$ cat src/rtl/seven_segment_arbiter_pkg.sv
// Shared types and constants for the seven-segment display arbiter.
package seven_segment_arbiter_pkg;

   typedef enum logic [1:0] {
      ST_IDLE  = 2'd0,
      ST_GRANT = 2'd1,
      ST_DWELL = 2'd2
   } arb_state_t;

   localparam int DISP_W = 32;

   localparam logic BASE_HEX = 1'b0;
   localparam logic BASE_DEC = 1'b1;

endpackage

$ cat src/rtl/rr_priority_pick.sv
// Round-robin picker: first set request strictly after last, wrapping.
module rr_priority_pick #(
   parameter int NREQ = 4,
   localparam int IW = $clog2(NREQ)
) (
   input  logic [NREQ-1:0] req,
   input  logic [IW-1:0]   last,
   output logic [IW-1:0]   grant,
   output logic            any
);

   logic [IW-1:0] idx;
   logic          found;

   always_comb begin
      grant = '0;
      found = 1'b0;
      idx   = '0;
      for (int i = 1; i <= NREQ; i++) begin
         idx = IW'((int'(last) + i) % NREQ);
         if (!found && req[idx]) begin
            found = 1'b1;
            grant = idx;
         end
      end
   end

   assign any = |req;

endmodule

$ cat src/rtl/seven_segment_arbiter.sv
// Shares one 8-digit seven-segment display among NREQ requesters,
// holding each granted value for at least DWELL_CYCLES cycles.
module seven_segment_arbiter
   import seven_segment_arbiter_pkg::*;
#(
   parameter int NREQ         = 4,
   parameter int DWELL_CYCLES = 50_000_000,
   localparam int IW = $clog2(NREQ)
) (
   input  logic                   clk,
   input  logic                   resetn,
   input  logic [NREQ-1:0]        req_valid,
   input  logic [NREQ*DISP_W-1:0] req_data,
   input  logic [NREQ-1:0]        req_base,
   output logic [NREQ-1:0]        req_ready,
   output logic [DISP_W-1:0]      num_out,
   output logic                   base_sel,
   output logic [IW-1:0]          owner,
   output logic                   busy
);

   localparam int CW = (DWELL_CYCLES > 1) ? $clog2(DWELL_CYCLES) : 1;
   localparam logic [CW-1:0] CNT_LOAD = CW'(DWELL_CYCLES - 1);
   localparam logic [IW-1:0] LAST_RST = IW'(NREQ - 1);

   arb_state_t state_q, state_d;

   logic [IW-1:0]     g_q, g_d;
   logic [IW-1:0]     last_q, last_d;
   logic [CW-1:0]     cnt_q, cnt_d;
   logic [NREQ-1:0]   ready_d;
   logic [DISP_W-1:0] num_d;
   logic              base_d;
   logic [IW-1:0]     owner_d;
   logic              busy_d;

   logic [IW-1:0]     pick_g;
   logic              pick_any;

   logic [DISP_W-1:0] data_arr [NREQ];

   for (genvar i = 0; i < NREQ; i++) begin : g_unpack
      assign data_arr[i] = req_data[i*DISP_W +: DISP_W];
   end

   rr_priority_pick #(
      .NREQ (NREQ)
   ) u_pick (
      .req   (req_valid),
      .last  (last_q),
      .grant (pick_g),
      .any   (pick_any)
   );

   always_comb begin
      state_d = state_q;
      g_d     = g_q;
      last_d  = last_q;
      cnt_d   = cnt_q;
      ready_d = '0;
      num_d   = num_out;
      base_d  = base_sel;
      owner_d = owner;
      unique case (state_q)
         ST_IDLE: begin
            if (pick_any) begin
               g_d     = pick_g;
               ready_d = NREQ'(1) << pick_g;
               state_d = ST_GRANT;
            end
         end
         ST_GRANT: begin
            // A requester that withdrew in its grant cycle is skipped
            // without touching the display or the fairness pointer.
            if (req_valid[g_q]) begin
               num_d   = data_arr[g_q];
               base_d  = req_base[g_q];
               owner_d = g_q;
               last_d  = g_q;
               cnt_d   = CNT_LOAD;
               state_d = ST_DWELL;
            end else begin
               state_d = ST_IDLE;
            end
         end
         ST_DWELL: begin
            if (cnt_q == '0) begin
               state_d = ST_IDLE;
            end else begin
               cnt_d = cnt_q - CW'(1);
            end
         end
         default: state_d = ST_IDLE;
      endcase
      busy_d = (state_d != ST_IDLE);
   end

   always_ff @(posedge clk or negedge resetn) begin
      if (!resetn) begin
         state_q   <= ST_IDLE;
         g_q       <= '0;
         last_q    <= LAST_RST;
         cnt_q     <= '0;
         req_ready <= '0;
         num_out   <= '0;
         base_sel  <= BASE_HEX;
         owner     <= '0;
         busy      <= 1'b0;
      end else begin
         state_q   <= state_d;
         g_q       <= g_d;
         last_q    <= last_d;
         cnt_q     <= cnt_d;
         req_ready <= ready_d;
         num_out   <= num_d;
         base_sel  <= base_d;
         owner     <= owner_d;
         busy      <= busy_d;
      end
   end

endmodule

$ cat config.mk
export PLATFORM = sky130hd
export DESIGN_NAME = seven_segment_arbiter
export DESIGN_NICKNAME = d
export VERILOG_FILES = /design/src/rtl/seven_segment_arbiter_pkg.sv /design/src/rtl/rr_priority_pick.sv /design/src/rtl/seven_segment_arbiter.sv
export SDC_FILE = /design/constraint.sdc
export NUM_CORES = 1
export LEC_CHECK = 0
export BUFFER_PORTS_ARGS = -buffer_cell sky130_fd_sc_hd__buf_2
export CORE_MARGIN = 3
export CORE_UTILIZATION = 52
export CTS_CLUSTER_DIAMETER = 120
export DETAILED_ROUTE_END_ITERATION = 7
export PLACE_DENSITY = 0.95
export SLEW_MARGIN = 10
export SYNTH_ARGS = -nofsm -noshare
export SYNTH_HDL_FRONTEND = slang
export SYNTH_SLANG_ARGS = --single-unit
$ cat constraint.sdc
create_clock -name clk -period 2.74 [get_ports clk]
set_input_delay 0 -clock clk [delete_from_list [all_inputs] [get_ports clk]]
set_output_delay 0 -clock clk [all_outputs]
set_load 0.02 [all_outputs]
==> reports/metrics.cfg <==
[critical_path]
crit_family = simple AND/OR/NAND/NOR gates
slowest_delay_ps = 430
r2r-end = cnt_q[23]
crit_path_top_delay_cell = o211a_1
crit_fanout = 12
critical_path.startpoint = cnt_q[0]
arrival_ps = 2440
critical_path_class = flip-flop to flip-flop
cp.required_ps = 3020
cp-end-kind = flip-flop
worstReg2RegStart = cnt_q[0]
worstRegToRegCells = 7
path_cells = inv_1 > ha_1 > nor4b_1 > nand4_1 > o211a_1 > and4_1 > o21ai_1
cp-start-kind = flip-flop
critPathBufInv = 1
rrSetupSlack_ps = 580

[layout]
fin_cells = 656
antenna_cells = 0
syn2layout_area_growth_pct = 29.2
drive_gt1_frac = 0.436
nets = 692

[synthesis]
netlist_instances = 380
post-synth-top-count-cell = nand2_1
async_reset_ff_frac = 1.00
muxShareOfSynthArea = 0.202
ys_types = 51
synth_top_area_frac = 0.435
synthFlopType = dfrtp_1
avgSynthCellArea_um2 = 10.6
synth_fa_ha_area_frac = 0.00622
synth_nets = 520
synth_area_leaders = dfrtp_1 (44%), mux4_2 (18%), nand2_1 (11%)
synth-seq-area-share = 0.448
ys_warn_count = 0
synth_area_mm2 = 0.00403
synth_top_family_by_area = simple AND/OR/NAND/NOR gates
synth_top_cell_by_area = dfrtp_1
synth_xor_area_frac = 0.0196
yosys_register_bits = 72
synth_compound_area_frac = 0.0746
synth-edff-count = 0
synth_common_cells = nand2_1 (116), dfrtp_1 (70), mux4_2 (33), nor2_1 (15), buf_2 (14)
yosys.area_share.simple = 0.217

[power_and_ir_drop]
power_leakage_nw = 2.54
p_per_area_mw_per_mm2 = 949
peakVddDrop_v = 0.000569

[sta]
max_slew_margin = 0.305
tightest_slew_ps = 1040
grt_setup_unrepaired = no
drv_slew = 0
setup_viol = 0
period_needed_ps = 2160
finalCritPeriodShare = 0.788
fmax_mhz = 463
fin_skew_ps = 6.89
hold_viol = 0
fin_setup_tns_ps = 0

[cts]
cts_htree_levels = 3
clk_latency_ps = 350
cts.path.max_buffers = 2
cts_tree = built
path_clk_slew_ps = 70
clockRootBuffer = clkbuf_8
postCtsSetupBuffers = 0
numCtsBuffers = 9
post_cts_resized = 0
holdBufCountCts = 1
cts_sinks = 72

[die]
die_h_um = 94.0
initial_core_util = 0.546
row_count = 31
dieArea_mm2 = 0.00884
core_area_mm2 = 0.00737
num_io_pins = 178
die_w_um = 94.0

[grt]
grt_pass1_vias = 3867
grt_usage = 0.272
grt_max_degree = 44
grt_overflow = 0
grt_pass1_wl_um = 18200
antenna_found_initial = 0

[outcome]
run_status = finished, final reports clean

[route]
drc_errors = 0
route.antenna.remaining_nets = 0
drtIter0Drc = 304
drt-pass1-iter-count = 6
totalWireLength_um = 11900
routed-via-count = 3826
wl_per_cell_um = 18.1
via_per_inst = 5.83

[place]
port_buffers = 177
gp_congestion = 0.911
place_inst = 639
dpl.hpwl_um = 9130

[job]
drv_cap = 0

[worst_hold_path]
hold_class = input port to flip-flop
min_from = req_data[4]
hold_path_end = num_out[4]
hold_depth = 4

[sequential cells by signal, indices dropped and copies added, names as in the netlist]
signal     count
req_ready      4
state_q        2
owner          2
cnt_q         26
num_out       32
g_q            2
busy           1
last_q         2
base_sel       1
[stage by stage]
stage	total power, mW	worst slack (ps)	hold WS (ps)	utilization	cell area (um^2)
6_report	4.94	582	52.0	0.706	5200
5_1_grt	5.26	398	66.9	0.706	5200
4_1_cts	4.96	580	41.5	0.706	5200
3_5_place_dp	4.12	588	101	0.677	4990
3_3_place_gp	3.99	698	101	0.677	4990
2_1_floorplan	3.36	884	-296	-	4030
[metal layers]
layer  track usage  vias to the layer above  share of wire
met5             0                        -              0
met2         0.495                      227           0.53
met4        0.0842                        0          0.020
met1         0.314                     1861           0.36
met3        0.0689                       20          0.087
li1              -                     1718              -
[logic make-up (layout without fill, tap and decap cells)]
logic type               after synthesis  in the layout
AND/OR/NAND/NOR                      183            183
flip-flops                            72             72
AO/OA/AOI/OAI                         47             47
multiplexers                          40             40
buffers and inverters                 27            204
XOR/XNOR                               9              9
adder cells (fa/ha/maj)                2              2
[cells in the final DEF, fill, tap and decap left out, drive strengths merged, types with 2 or more instances in the layout]
master  instances
nor2           15
xnor2           5
mux4           33
a21o            2
buf           183
a21oi           9
or3b            2
o21a            2
nor4            8
inv             4
o21ai          14
a211oi          4
nand3           3
nor3           10
a31oi           8
nand3b          2
nand4           7
dfstp           2
and3            4
nand2         116
or4             2
clkbuf         15
mux2i           6
ha              2
dfrtp          70
xor2            4
and4            6
[worst reg2reg max path, stage by stage, from the launching register on]
cell     delay [ps]
dfrtp_1         420
inv_1           100
ha_1            150
nor4b_1         320
nand4_1         290
o211a_1         430
and4_1          260
o21ai_1         110
[cell type report]
type / count / area (um^2)
well taps: 99 / 124
clock inverters: 1 / 7.51
fillers: 555 / 2170
repair buffers: 184 / 953
clock buffers: 15 / 196
multi-input cells: 281 / 2100
inverters: 4 / 15.0
flip-flops and latches: 72 / 1810
[worst max path at each step]
stage,to,slack (ps),cells after the start
after global routing,cnt_q[21],400,7
after floorplan,cnt_q[6],880,8
after global placement,cnt_q[21],700,7
after detailed placement,cnt_q[23],590,7
final,cnt_q[23],580,7
after CTS,cnt_q[23],580,7
[where the power goes]
group	internal (mW)	switching, mW	total, mW
clock	0.453	0.386	0.840
sequential	1.44	0.273	1.71
combinational	1.01	1.38	2.39
Power figures use the tool's default switching activity.
